### src/rtl/bundle_element_feeder.sv
// Sequencer for the bundling stage: for each element index it streams that element of every
// source hypervector to the accumulator, then writes the accumulator's cut result back.
module bundle_element_feeder #(
  parameter int unsigned HV_DATA_WIDTH = 32,
  parameter int unsigned HV_DIM        = 1024,
  parameter int unsigned MAX_HV        = 16,
  parameter int unsigned ADDR_WIDTH    = 14,
  parameter int unsigned MEM_LATENCY   = 2,
  parameter int unsigned SETTLE_CYCLES = 2,
  localparam int unsigned NumW  = $clog2(MAX_HV + 1),
  localparam int unsigned ElemW = $clog2(HV_DIM)
) (
  input  logic                     clk,
  input  logic                     reset_n,
  input  logic                     start,
  input  logic [NumW-1:0]          num_hv,
  output logic                     busy,
  output logic                     finished,
  output logic                     cfg_err,
  output logic                     mem_rd,
  output logic [ADDR_WIDTH-1:0]    mem_addr,
  input  logic [HV_DATA_WIDTH-1:0] mem_rdata,
  output logic                     acc_valid,
  output logic                     acc_first,
  output logic                     acc_last,
  output logic [HV_DATA_WIDTH-1:0] acc_data,
  input  logic                     acc_ready,
  input  logic                     acc_done,
  input  logic [HV_DATA_WIDTH-1:0] acc_result,
  output logic                     res_wr,
  output logic [ElemW-1:0]         res_addr,
  output logic [HV_DATA_WIDTH-1:0] res_data
);

  localparam int unsigned CntMax = (MEM_LATENCY > SETTLE_CYCLES) ? MEM_LATENCY : SETTLE_CYCLES;
  localparam int unsigned CntW   = $clog2(CntMax + 1);

  typedef enum logic [2:0] {
    StIdle, StRead, StWait, StPresent, StHoldoff, StDrain, StSettle, StWrite
  } state_e;

  state_e                   state_q;
  logic [NumW-1:0]          num_q;
  logic [NumW-1:0]          h_q;
  logic [ElemW-1:0]         e_q;
  logic [ADDR_WIDTH-1:0]    addr_q;
  logic [CntW-1:0]          cnt_q;
  logic                     busy_q, finished_q, cfg_err_q, mem_rd_q, res_wr_q;
  logic [HV_DATA_WIDTH-1:0] acc_data_q, res_data_q;

  logic is_last_hv, is_last_elem;
  assign is_last_hv   = (h_q == num_q - NumW'(1));
  assign is_last_elem = (e_q == ElemW'(HV_DIM - 1));

  always_ff @(posedge clk or negedge reset_n) begin
    if (!reset_n) begin
      state_q    <= StIdle;
      num_q      <= '0;
      h_q        <= '0;
      e_q        <= '0;
      addr_q     <= '0;
      cnt_q      <= '0;
      busy_q     <= 1'b0;
      finished_q <= 1'b0;
      cfg_err_q  <= 1'b0;
      mem_rd_q   <= 1'b0;
      res_wr_q   <= 1'b0;
      acc_data_q <= '0;
      res_data_q <= '0;
    end else begin
      mem_rd_q   <= 1'b0;
      res_wr_q   <= 1'b0;
      finished_q <= 1'b0;
      cfg_err_q  <= 1'b0;
      unique case (state_q)
        StIdle: begin
          if (start) begin
            if (num_hv < NumW'(2) || num_hv > NumW'(MAX_HV)) begin
              cfg_err_q <= 1'b1;
            end else begin
              num_q    <= num_hv;
              h_q      <= '0;
              e_q      <= '0;
              addr_q   <= '0;
              busy_q   <= 1'b1;
              mem_rd_q <= 1'b1;
              state_q  <= StRead;
            end
          end
        end
        StRead: begin
          cnt_q   <= '0;
          state_q <= StWait;
        end
        StWait: begin
          if (cnt_q == CntW'(MEM_LATENCY - 1)) begin
            acc_data_q <= mem_rdata;
            state_q    <= StPresent;
          end else begin
            cnt_q <= cnt_q + CntW'(1);
          end
        end
        StPresent: begin
          if (acc_ready) begin
            if (is_last_hv) begin
              cnt_q   <= '0;
              state_q <= StDrain;
            end else begin
              h_q     <= h_q + NumW'(1);
              // Next hypervector's copy of the same element sits HV_DIM words further on.
              addr_q  <= addr_q + ADDR_WIDTH'(HV_DIM);
              state_q <= StHoldoff;
            end
          end
        end
        StHoldoff: begin
          mem_rd_q <= 1'b1;
          state_q  <= StRead;
        end
        StDrain: begin
          // First drain cycle skips acc_done: it may still be high from the previous element.
          if (cnt_q == '0) begin
            cnt_q <= CntW'(1);
          end else if (acc_done) begin
            cnt_q   <= '0;
            state_q <= StSettle;
          end
        end
        StSettle: begin
          if (cnt_q == CntW'(SETTLE_CYCLES - 1)) begin
            res_wr_q   <= 1'b1;
            res_data_q <= acc_result;
            finished_q <= is_last_elem;
            state_q    <= StWrite;
          end else begin
            cnt_q <= cnt_q + CntW'(1);
          end
        end
        StWrite: begin
          if (is_last_elem) begin
            busy_q  <= 1'b0;
            state_q <= StIdle;
          end else begin
            e_q      <= e_q + ElemW'(1);
            h_q      <= '0;
            addr_q   <= ADDR_WIDTH'(e_q) + ADDR_WIDTH'(1);
            mem_rd_q <= 1'b1;
            state_q  <= StRead;
          end
        end
        default: state_q <= StIdle;
      endcase
    end
  end

  // The beat fires in the same cycle the accumulator shows ready.
  assign acc_valid = (state_q == StPresent) && acc_ready;
  assign acc_first = acc_valid && (h_q == '0);
  assign acc_last  = acc_valid && is_last_hv;

  assign busy     = busy_q;
  assign finished = finished_q;
  assign cfg_err  = cfg_err_q;
  assign mem_rd   = mem_rd_q;
  assign mem_addr = addr_q;
  assign acc_data = acc_data_q;
  assign res_wr   = res_wr_q;
  assign res_addr = e_q;
  assign res_data = res_data_q;

endmodule

### config.mk
export PLATFORM = sky130hd
export DESIGN_NAME = bundle_element_feeder
export DESIGN_NICKNAME = d
export VERILOG_FILES = /design/src/rtl/bundle_element_feeder.sv
export SDC_FILE = /design/constraint.sdc
export NUM_CORES = 1
export LEC_CHECK = 0
export ABC_AREA = 1
export BUFFER_PORTS_ARGS = -buffer_cell sky130_fd_sc_hd__buf_2
export CORE_UTILIZATION = 50
export DETAILED_ROUTE_END_ITERATION = 8
export PLACE_DENSITY_LB_ADDON = 0.05
export SLEW_MARGIN = 20
export SYNTH_ARGS = -nofsm -noshare
export SYNTH_HDL_FRONTEND = slang
export SYNTH_SLANG_ARGS = --single-unit
### constraint.sdc
create_clock -name clk -period 2.5 [get_ports clk]
set_clock_uncertainty 0.2 [all_clocks]
set_input_delay 0.125 -clock clk [delete_from_list [all_inputs] [get_ports clk]]
set_output_delay 0.125 -clock clk [all_outputs]
set_load 0.05 [all_outputs]
==> impl_results.md, run 1 <==
* HP Class: in -> async
* Synthesized Nets at 607
* Peak supply drop at just under 800 µV
* Final Setup Violations at 0
* Placer Congestion at around 0.82
* Total track usage at 24.1%
* Slew HR at 62.2%
* EDFF count, synth at 0
* Capturing element type of the critical path: output pin
* CTS Root Cell: clkbuf_8
* DR iter-0 viols at 156
* Layout cells sized above 1 at 31.0%
* GRT overflow at 0
* Syn-to-layout area delta at 39.9%
* Worst Path Max Fanout at 9
* Pleak at roughly 3.5 nW
* # diodes at 0
* Final Hold Viols at 0
* Vias in the first global route at 4324
* Routed Antenna Nets at 0
* Post-Syn Area at 4800 µm²
* TritonCTS buffer count at 9
* #FFs+latches synth at 108
* Max Cap Violations at 0
* Dpl ws at 0.390 ns
* Rows at 35
* Vias at ~4300
* Area after DPL at ~5800 µm²
* Hold Slack at 0.0270 ns
* DIE AREA at 10000 µm²
* CTS tree: built
* # IOs at 170
* Core ar. at 9280 µm²
* WL/cell at 12.3 µm
* Final WL at 11200 µm
* CP Launch Type: flop
* Synth async-reset ratio at 100%
* Syn Area/Cell at 9.13 µm²
* Deepest clock path buffer count at 2
* Drt drc at 0
* Placed Instances at 817
* Cells after synthesis at 526
* Max Fclk at roughly 420 MHz
* Tcrit/Tclk final at roughly 96%
* Arrival @ worst endpoint at 2.07 ns
* Post-synth top area cell: dfrtp_1
* Worst Path Required at ~2.2 ns
* First-pass GRT wire length at 19100 µm
* Initial antenna violation count at 0
* Clk_lat worst skew at 0.37 ns
* Fin area at 6720 µm²
* Final Critical Period at 2.39 ns
* Number of distinct library cells after synthesis at 30
* Final HPWL DP at 7420 µm
* Largest net degree at the start of global routing at 49
* Final setup margin at 0.106 ns
* Outcome: finished, final reports clean
* Synth Flop Type: dfrtp_1
* H-tree Lvls at 3
* Final setup TNS at 0 ns
* Die Y at 100 µm
* R2r setup slk at 0.37 ns
* Seq/Total Area, Yosys at 56.3%
* Fin. max-slew vios at 0
* WS Path Type: reg -> out
* Synth area leaders: dfrtp_1 56%, nand2_1 14%, mux2_2 7.3%
* Power consumption at 8.69 mW
* Drt first pass iters at 4
* CTS sink count at 108
* Pwr dens at 1290 nW/µm²
* Synth top area share at between 50% and 60%
* IO buf count at 169
* Layout net count at 853
* Post-layout util at 72.4%
* Clock transition at path regs at around 0.10 ns
* Post-route insts no fill at 906
* Worst slew pin tran at ~0.57 ns
* Starting Density at 51.7%
* Die W at 100 µm
* Syn. warnings at 0
* Avg Vias per Cell at between 4 and 5
[placed cells by master, fill, tap and decap left out, drive strengths merged, types with 6 or more instances in the layout]
master	n
nand2	183
buf	176
dfrtp	108
dlygate4sd3	71
inv	54
nor2	44
mux2	32
o21ai	31
nand3	27
a21oi	12
clkbuf	12
ha	7
nand4	6
[critical path, cell delays in order (launching register included)]
cell and delay (ns):
dfrtp_1 0.48, nand2_2 0.13, nor2_2 0.29, clkinvlp_4 0.28
nor3_1 0.24, buf_2 0.30
[layer usage]
| layer | vias to the layer above | global-route usage, % | part of all wire [%] | routed length, µm |
|---|---|---|---|---|
| met3 | 21 | 4.53 | 5.5 | 612 |
| met5 | - | 0 | 0 | 0 |
| li1 | 2149 | - | - | - |
| met1 | 1985 | 29.6 | 44 | 4900 |
| met4 | 0 | 9.36 | 2.0 | 227 |
| met2 | 131 | 42.2 | 49 | 5430 |
[path summary, 6_finish.rpt]
kind,to,cells after the start,startpoint
max in group asynchronous,res_data[29]$_DFFE_PN0P_,3,reset_n
max,acc_first,5,state_q[0]$_DFFE_PN0P_
min in group clk,cnt_q[1]$_DFFE_PN0P_,5,acc_ready
min,mem_addr[4]$_DFFE_PN0P_,2,reset_n
max reg2reg,mem_addr[7]$_DFFE_PN0P_,8,res_addr[0]$_DFFE_PN0P_
min reg2reg,res_data[1]$_DFFE_PN0P_,2,res_data[1]$_DFFE_PN0P_
[registers in the layout (all words and copies together), names as in the netlist, 2 cells and up]
name and flops:
res_data 32, mem_addr 14, cnt_q 2, num_q 5
state_q 3, res_addr 10, h_q 5, acc_data 32
[power by group]
group / total (mW) / leakage (nW) / internal, mW / switching [mW]
combinational: 4.81 / 2.07 / 1.24 / 3.56
clock: 1.03 / 0.0866 / 0.464 / 0.564
sequential: 2.86 / 1.33 / 2.44 / 0.414
total: 8.69 / 3.49 / 4.15 / 4.54
[cell usage after synthesis (4+ instances only)]
| cell type | n |
|---|---|
| nand2_1 | 181 |
| dfrtp_1 | 108 |
| inv_1 | 50 |
| nor2_1 | 38 |
| mux2_2 | 31 |
| nand3_1 | 24 |
| o21ai_0 | 24 |
| a21oi_1 | 11 |
| ha_1 | 7 |
| o21ai_1 | 7 |
| nand4_1 | 5 |
| buf_2 | 4 |
| inv_2 | 4 |
| nor2_2 | 4 |
[final cells by class]
type	instances	area (µm²)
sequential	108	2700
fill	743	2570
timing repair buffer	247	1630
clock inverter	4	50.0
multi-input combinational	351	1830
inverter	55	210
tap	129	161
clock buffer	12	135
[cell families after synthesis]
family	synth area share (%)
simple gates	23.0
flops	56.3
xor+xnor	0.365
mux	7.50
buf+inv	5.89
fa+ha+maj	1.82
compound gates	5.18
[repair_timing]
item	in CTS	in global routing
resized for setup	1	5
endpoints found under the hold margin	166	0
setup buffers	0	2
hold buffers	71	0
endpoints found under the setup margin	1	1
cloned	0	0
pin swaps	0	0
Note: power is estimated with default switching activity, not from simulation.
==> run 2: changes to the inputs <==
--- a/config.mk
+++ b/config.mk
@@ -5,7 +5,6 @@
 export SDC_FILE = /design/constraint.sdc
 export NUM_CORES = 1
 export LEC_CHECK = 0
-export ABC_AREA = 1
 export BUFFER_PORTS_ARGS = -buffer_cell sky130_fd_sc_hd__buf_2
 export CORE_UTILIZATION = 50
 export DETAILED_ROUTE_END_ITERATION = 8
==> impl_results.md, run 2 <==
* Outcome: finished, final reports clean
* Post-synth top cells: 113 x nand2_1, 108 x dfrtp_1, 37 x mux2_2
* Final WL at 12200 µm (+9.6%)
* Pleak at 3.45 nW (-0.97%)
* Clk pwr share at 11.8% (about the same)
* Layout net count at 778 (-8.8%)
* Number of distinct library cells after synthesis at 54 (+80%)
* Drt drc at 0 (unchanged)
* Cells after synthesis at 447 (-15%)
* Clock transition at path regs at 0.11 ns (about the same)
* Die Y at 100 µm (+0.47%)
* Initial antenna violation count at 0 (unchanged)
* IO buf count at 169 (unchanged)
* Power consumption at 8.82 mW (+1.4%)
* Core ar. at 9330 µm² (+0.47%)
* #FFs+latches synth at 108 (unchanged)
* TritonCTS buffer count at 9 (unchanged)
* CTS Root Cell: clkbuf_8
* Final Hold Viols at 0 (unchanged)
* HP Class: in -> async
* Drt first pass iters at 4 (unchanged)
* Dpl ws at 0.120 ns (-0.270 ns)
* WL/cell at 14.7 µm (+20%)
* Total track usage at 25.8% (+1.7 points)
* Tcrit/Tclk final at 95.5% (-0.22 points)
* Layout cells sized above 1 at 36.5% (+5.5 points)
* Routed Antenna Nets at 0 (unchanged)
* DIE AREA at 10100 µm² (+0.94%)
* DR iter-0 viols at 119 (-24%)
* Arrival @ worst endpoint at 2.06 ns (about the same)
* Largest stage delay, worst path at 0.38 ns (-0.10 ns)
* Synth top area share at 55.7% (-0.54 points)
* Worst Path Required at 2.17 ns (about the same)
* Final Setup Violations at 0 (unchanged)
* Combinational power share at 55.0% (-0.3 points)
* Internal power at 4.28 mW (+3.0%)
* Worst R2R Path Depth at 7 (-1)
* Vias at 4262 (-0.56%)
* Clk_lat worst skew at 0.37 ns (about the same)
* Most common cell in the netlist: nand2_1
* Synth Flop Type: dfrtp_1
* Avg Vias per Cell at 5.13 (+8.4%)
* Slowest cell on crit path: dfrtp_1
* CTS sink count at 108 (unchanged)
* Capturing element type of the critical path: output pin
* Seq/Total Area, Yosys at 55.7% (-0.54 points)
* NetSw at 4.54 mW (about the same)
* # diodes at 0 (unchanged)
* First-pass GRT wire length at 20400 µm (+6.9%)
* Worst Path Max Fanout at 3 (-6)
* Largest net degree at the start of global routing at 47 (-4.1%)
* Syn-to-layout area delta at 41.8%
* R2r setup slk at 0.19 ns (-0.18 ns)
* Post-layout util at 73.7% (+1.4 points)
* WS Path Type: reg -> out
* CTS tree: built
* Rows at 35 (unchanged)
* Hold Slack at 0.0460 ns (+0.0190 ns)
* Placer Congestion at 0.833 (+1.1%)
* Starting Density at 52.0% (+0.25 points)
* Synth async-reset ratio at 100% (unchanged)
* Sw Ratio at 51.5% (-0.75 points)
* Final setup margin at 0.112 ns (+0.00558 ns)
* GRT overflow at 0 (unchanged)
* Post-synth top area cell: dfrtp_1
* CP Launch Type: flop
* Final HPWL DP at 7930 µm (+6.9%)
* Synthesized Nets at 528 (-13%)
* Fin. max-slew vios at 0 (unchanged)
* Max Fclk at 419 MHz (+0.23%)
* Worst slew pin tran at 0.483 ns (-0.0832 ns)
* EDFF count, synth at 0 (unchanged)
* Commonest cells after routing, fill and taps aside: 167 x buf_2, 113 x nand2_1, 108 x dfrtp_1, 73 x dlygate4sd3_1, 37 x mux2_2
* Die W at 100 µm (+0.47%)
* Final Critical Period at 2.39 ns (-0.00558 ns)
* # IOs at 170 (unchanged)
* Max Cap Violations at 0 (unchanged)
* H-tree Lvls at 3 (unchanged)
* Slew HR at 67.8% (+5.6 points)
* Pwr dens at 1280 nW/µm² (-0.92%)
* Worst r2r src: res_addr[0]$_DFFE_PN0P_
* Peak supply drop at 866 µV (+9.0%)
* Commonest non-fill, non-tap cell in the layout: buf_2
* Post-Syn Area at 4850 µm² (+0.96%)
* Syn Area/Cell at 10.8 µm² (+19%)
* Synth area leaders: dfrtp_1 56%, nand2_1 8.7%, mux2_2 8.6%
* Seq pwr share at 33.2% (+0.3 points)
* R2R Path End: res_addr[7]$_DFFE_PN0P_
* Final setup TNS at 0 ns (unchanged)
* Syn. warnings at 0 (unchanged)
* CP cell instances: inv_1, ha_1, xor2_1, o211ai_1, a211o_2, nor2_1, buf_4
* Deepest clock path buffer count at 2 (unchanged)
* Vias in the first global route at 4351 (+0.62%)
## run 2: cell types whose count changed after synthesis, moves of 9 or more
cell     delta
nor2_1     -26
o31ai_1    +12
o21ai_0    -10
nand2_1    -68
nand3_1    -14
xor2_1      +9
inv_1      -34
## run 2: how the worst max path moves through the flow
stage	end	startpoint	slack, ns	cells past startpoint
floorplan	res_addr[5]$_DFFE_PN0P_	res_addr[0]$_DFFE_PN0P_	0.06	7
global placement	h_q[1]$_DFFE_PN0P_	res_addr[0]$_DFFE_PN0P_	0.22	6
detailed placement	h_q[1]$_DFFE_PN0P_	res_addr[0]$_DFFE_PN0P_	0.12	6
CTS	acc_last	num_q[1]$_DFFE_PN0P_	0.02	7
global route	acc_last	num_q[1]$_DFFE_PN0P_	-0.004	7
finish	acc_last	num_q[1]$_DFFE_PN0P_	0.11	7
## run 2: per-layer routing
metal	track usage [%]	part of all wire [%]	up-vias
li1	-	-	2039
met1	33.0	43	2094
met2	42.9	50	110
met3	6.93	5.3	19
met4	7.92	2.0	0
met5	0	0	-
## run 2: power groups by stage
stage / Sequential (mW) / Clock (mW) / Combinational [mW]
2_1_floorplan: 4.86 / 0 / 1.57
3_3_place_gp: 2.91 / 0 / 4.56
3_5_place_dp: 2.93 / 0 / 4.63
4_1_cts: 2.91 / 1.08 / 4.74
5_1_grt: 3.03 / 1.14 / 5.16
6_report: 2.93 / 1.04 / 4.85
## run 2: per-stage QoR
step	cell area (µm²)	instances
2_1_floorplan	4850	447
3_3_place_gp	5900	738
3_5_place_dp	5900	738
4_1_cts	6830	828
5_1_grt	6880	831
6_report	6880	831
## run 2: critical path, delay by kind of cell (launching register included)
family	cells	cell delay, ns
adder cells (fa/ha/maj)	1	0.28
AND/OR/NAND/NOR	1	0.10
flip-flops	1	0.38
XOR/XNOR	1	0.16
buffers and inverters	2	0.25
AO/OA/AOI/OAI	2	0.52
## run 2: kinds of logic (layout without fill, tap and decap cells)
family / Yosys count / in the layout / synth area share [%]
compound gates: 64 / 64 / 10.3
xor+xnor: 14 / 14 / 2.53
fa+ha+maj: 7 / 7 / 1.81
buf+inv: 37 / 292 / 3.28
flops: 108 / 108 / 55.7
mux: 43 / 43 / 9.93
simple gates: 174 / 174 / 16.4
## run 2: area by class of cell
cell class                      count  area (µm²)
Sequential cell                   108        2700
Fill cell                         694        2450
Multi-Input combinational cell    302        2010
Timing Repair Buffer              260        1750
Tap cell                          129         161
Clock buffer                       10         128
Clock inverter                      6        62.6
Inverter                           16        60.1
## run 2: repair_timing
| action | CTS | global route |
|---|---|---|
| gates cloned | 0 | 0 |
| pin swaps | 0 | 2 |
| hold endpoints to repair | 150 | 0 |
| buffers inserted | 1 | 3 |
| hold buffers | 73 | 0 |
| resized for setup | 1 | 4 |
| setup endpoints to repair | 1 | 17 |
==> run 3: changes to the inputs <==
==> constraint.sdc (replaced) <==
create_clock -name clk -period 2.2 [get_ports clk]
set_clock_uncertainty 0.2 [all_clocks]
set_input_delay 0.11 -clock clk [delete_from_list [all_inputs] [get_ports clk]]
set_output_delay 0.11 -clock clk [all_outputs]
set_load 0.05 [all_outputs]
==> impl_results.md, run 3 (same netlist as run 2, synthesis figures left out) <==
* # IOs at 170 (unchanged)
* TritonCTS buffer count at 9 (unchanged)
* Final Critical Period at ~2.3 ns
* Worst Path Max Fanout at 4 (+1)
* Fin. max-slew vios at 0 (unchanged)
* Commonest non-fill, non-tap cell in the layout: buf_2
* Layout net count at 801 (+3.0%)
* Starting Density at 52.0% (unchanged)
* CTS sink count at 108 (unchanged)
* Commonest cells after routing, fill and taps aside: 166 x buf_2, 113 x nand2_1, 96 x dfrtp_1, 72 x dlygate4sd3_1, 41 x buf_4
* Drt drc at 0 (unchanged)
* IO buf count at 169 (unchanged)
* Rows at 35 (unchanged)
* RSZ-0062 raised after global routing: yes
* Final Hold Viols at 0 (unchanged)
* CTS Root Cell: clkbuf_8
* Arrival @ worst endpoint at 2.02 ns (-0.04 ns)
* H-tree Lvls at 3 (unchanged)
* Multi-input logic area at 2110 µm² (+5.1%)
* Storage cell area at 2720 µm² (+0.56%)
* Deepest clock path buffer count at 2 (unchanged)
* Routed Antenna Nets at 0 (unchanged)
* Worst slew pin tran at 0.520 ns (+0.0377 ns)
* Max Cap Violations at 0 (unchanged)
* Number of fill cells in the layout at 622 (-10%)
* Largest net degree at the start of global routing at 40 (-15%)
* Hold Slack at 0.0418 ns (-0.00421 ns)
* DIE AREA at 10100 µm² (unchanged)
* Layout cells sized above 1 at 41.9% (+5.5 points)
* Vias in the first global route at 4503 (+3.5%)
* Avg Vias per Cell at 5.14 (+0.25%)
* Placed Instances at 751 (+1.8%)
* Pleak at 3.57 nW (+3.5%)
* Max Fclk at 430 MHz
* Core ar. at 9330 µm² (unchanged)
* Total track usage at 27.8% (+2.0 points)
* Die W at 100 µm (unchanged)
* WS Path Type: reg -> out
* Die Y at 100 µm (unchanged)
* Final WL at 13500 µm (+11%)
* CP Launch Type: flop
* Final HPWL DP at 8200 µm (+3.3%)
* Placer Congestion at 0.778 (-6.6%)
* Drt first pass iters at 7 (+3)
* Peak supply drop at 1090 µV (+26%)
* GRT overflow at 0 (unchanged)
* Final setup margin at -0.126 ns (-0.238 ns)
* Failing checks: setup timing
* Post-route insts no fill at 854 (+2.8%)
* Slew HR at 65.3% (-2.5 points)
* Final Setup Violations at 10 (+10)
* Clock transition at path regs at 0.10 ns (about the same)
* Clk_lat worst skew at 0.38 ns (about the same)
* Vias at 4391 (+3.0%)
* Pwr dens at 1510 nW/µm² (+18%)
* Initial antenna violation count at 1 (+1)
* CTS tree: built
* WL/cell at 15.9 µm (+7.6%)
* # diodes at 0 (unchanged)
* Capturing element type of the critical path: output pin
* Worst Path Required at 1.89 ns (-0.28 ns)
* HP Class: in -> reg
* Tcrit/Tclk final at 106%
* Outcome: finished with violations
* DR iter-0 viols at 166 (+39%)
* First-pass GRT wire length at 21600 µm (+5.4%)
* Syn-to-layout area delta at 48.9%
run 3: cell types whose count changed in the layout (fill, tap and decap cells not counted), sizes merged:
cell         previous run  this run
clkinv                  1         0
clkinvlp                0         3
buf                   187       211
bufinv                  0         2
inv                    21        17
dlygate4sd3            73        72
run 3: path summary, 6_finish.rpt:
kind / start / end / slack, ns / cells past startpoint
worst max-delay path: num_q[2]$_DFFE_PN0P_ / acc_last / -0.13 / 6
worst min-delay path: acc_ready / state_q[2]$_DFFE_PN0P_ / 0.04 / 4
worst max register to register: num_q[1]$_DFFE_PN0P_ / h_q[1]$_DFFE_PN0P_ / -0.07 / 9
worst min register to register: res_data[8]$_DFFE_PN0P_ / res_data[8]$_DFFE_PN0P_ / 0.28 / 2
max in group asynchronous: reset_n / acc_data[6]$_DFFE_PN0P_ / 1.07 / 3
min in group asynchronous: reset_n / mem_addr[4]$_DFFE_PN0P_ / 0.05 / 2
run 3: power breakdown:
part | leakage [nW] | switching, mW | internal, mW
Sequential | 1.31 | 0.539 | 2.77
Combinational | 2.15 | 4.20 | 1.98
Clock | 0.111 | 0.720 | 0.684
Total | 3.57 | 5.46 | 5.44
run 3: stage by stage:
stage / total power [mW] / instance area [µm²] / TNS, ns / worst slack [ns] / utilization [%]
floorplan: 7.34 / 4880 / 0 / 0.00971 / -
global placement: 8.70 / 6040 / 0 / 0.0390 / 64.7
detailed placement: 8.81 / 6040 / -0.0161 / -0.0150 / 64.7
CTS: 10.6 / 7090 / -0.203 / -0.144 / 76.0
global route: 11.4 / 7220 / -1.32 / -0.212 / 77.4
finish: 10.9 / 7220 / -0.355 / -0.126 / 77.4
run 3: final cells by class:
type / count / share of cell area, %
Inverter: 16 / 0.884
Clock inverter: 6 / 1.32
Sequential cell: 108 / 37.6
Tap cell: 129 / 2.24
Timing Repair Buffer: 283 / 26.8
Multi-Input combinational cell: 302 / 29.2
Clock buffer: 10 / 1.91
run 3: what timing repair did:
item / in CTS / in global routing
hold endpoints to repair: 177 / 0
setup endpoints to repair: 8 / 26
resized for setup: 16 / 12
setup buffers: 6 / 9
pin swaps: 5 / 6
hold buffers: 72 / 0
run 3: worst max-delay path, stage by stage, from the launching register on:
cell and delay, ns:
dfrtp_2 0.46, nor2b_4 0.14, o31a_1 0.30, buf_4 0.14
a211o_4 0.34, nor2_4 0.10, buf_8 0.15
run 3: layer usage:
layer / routed length (µm) / global-route usage, %
met5: 10 / 0
met4: 455 / 12.4
met3: 788 / 7.77
met2: 6890 / 48.2
met1: 5410 / 32.0
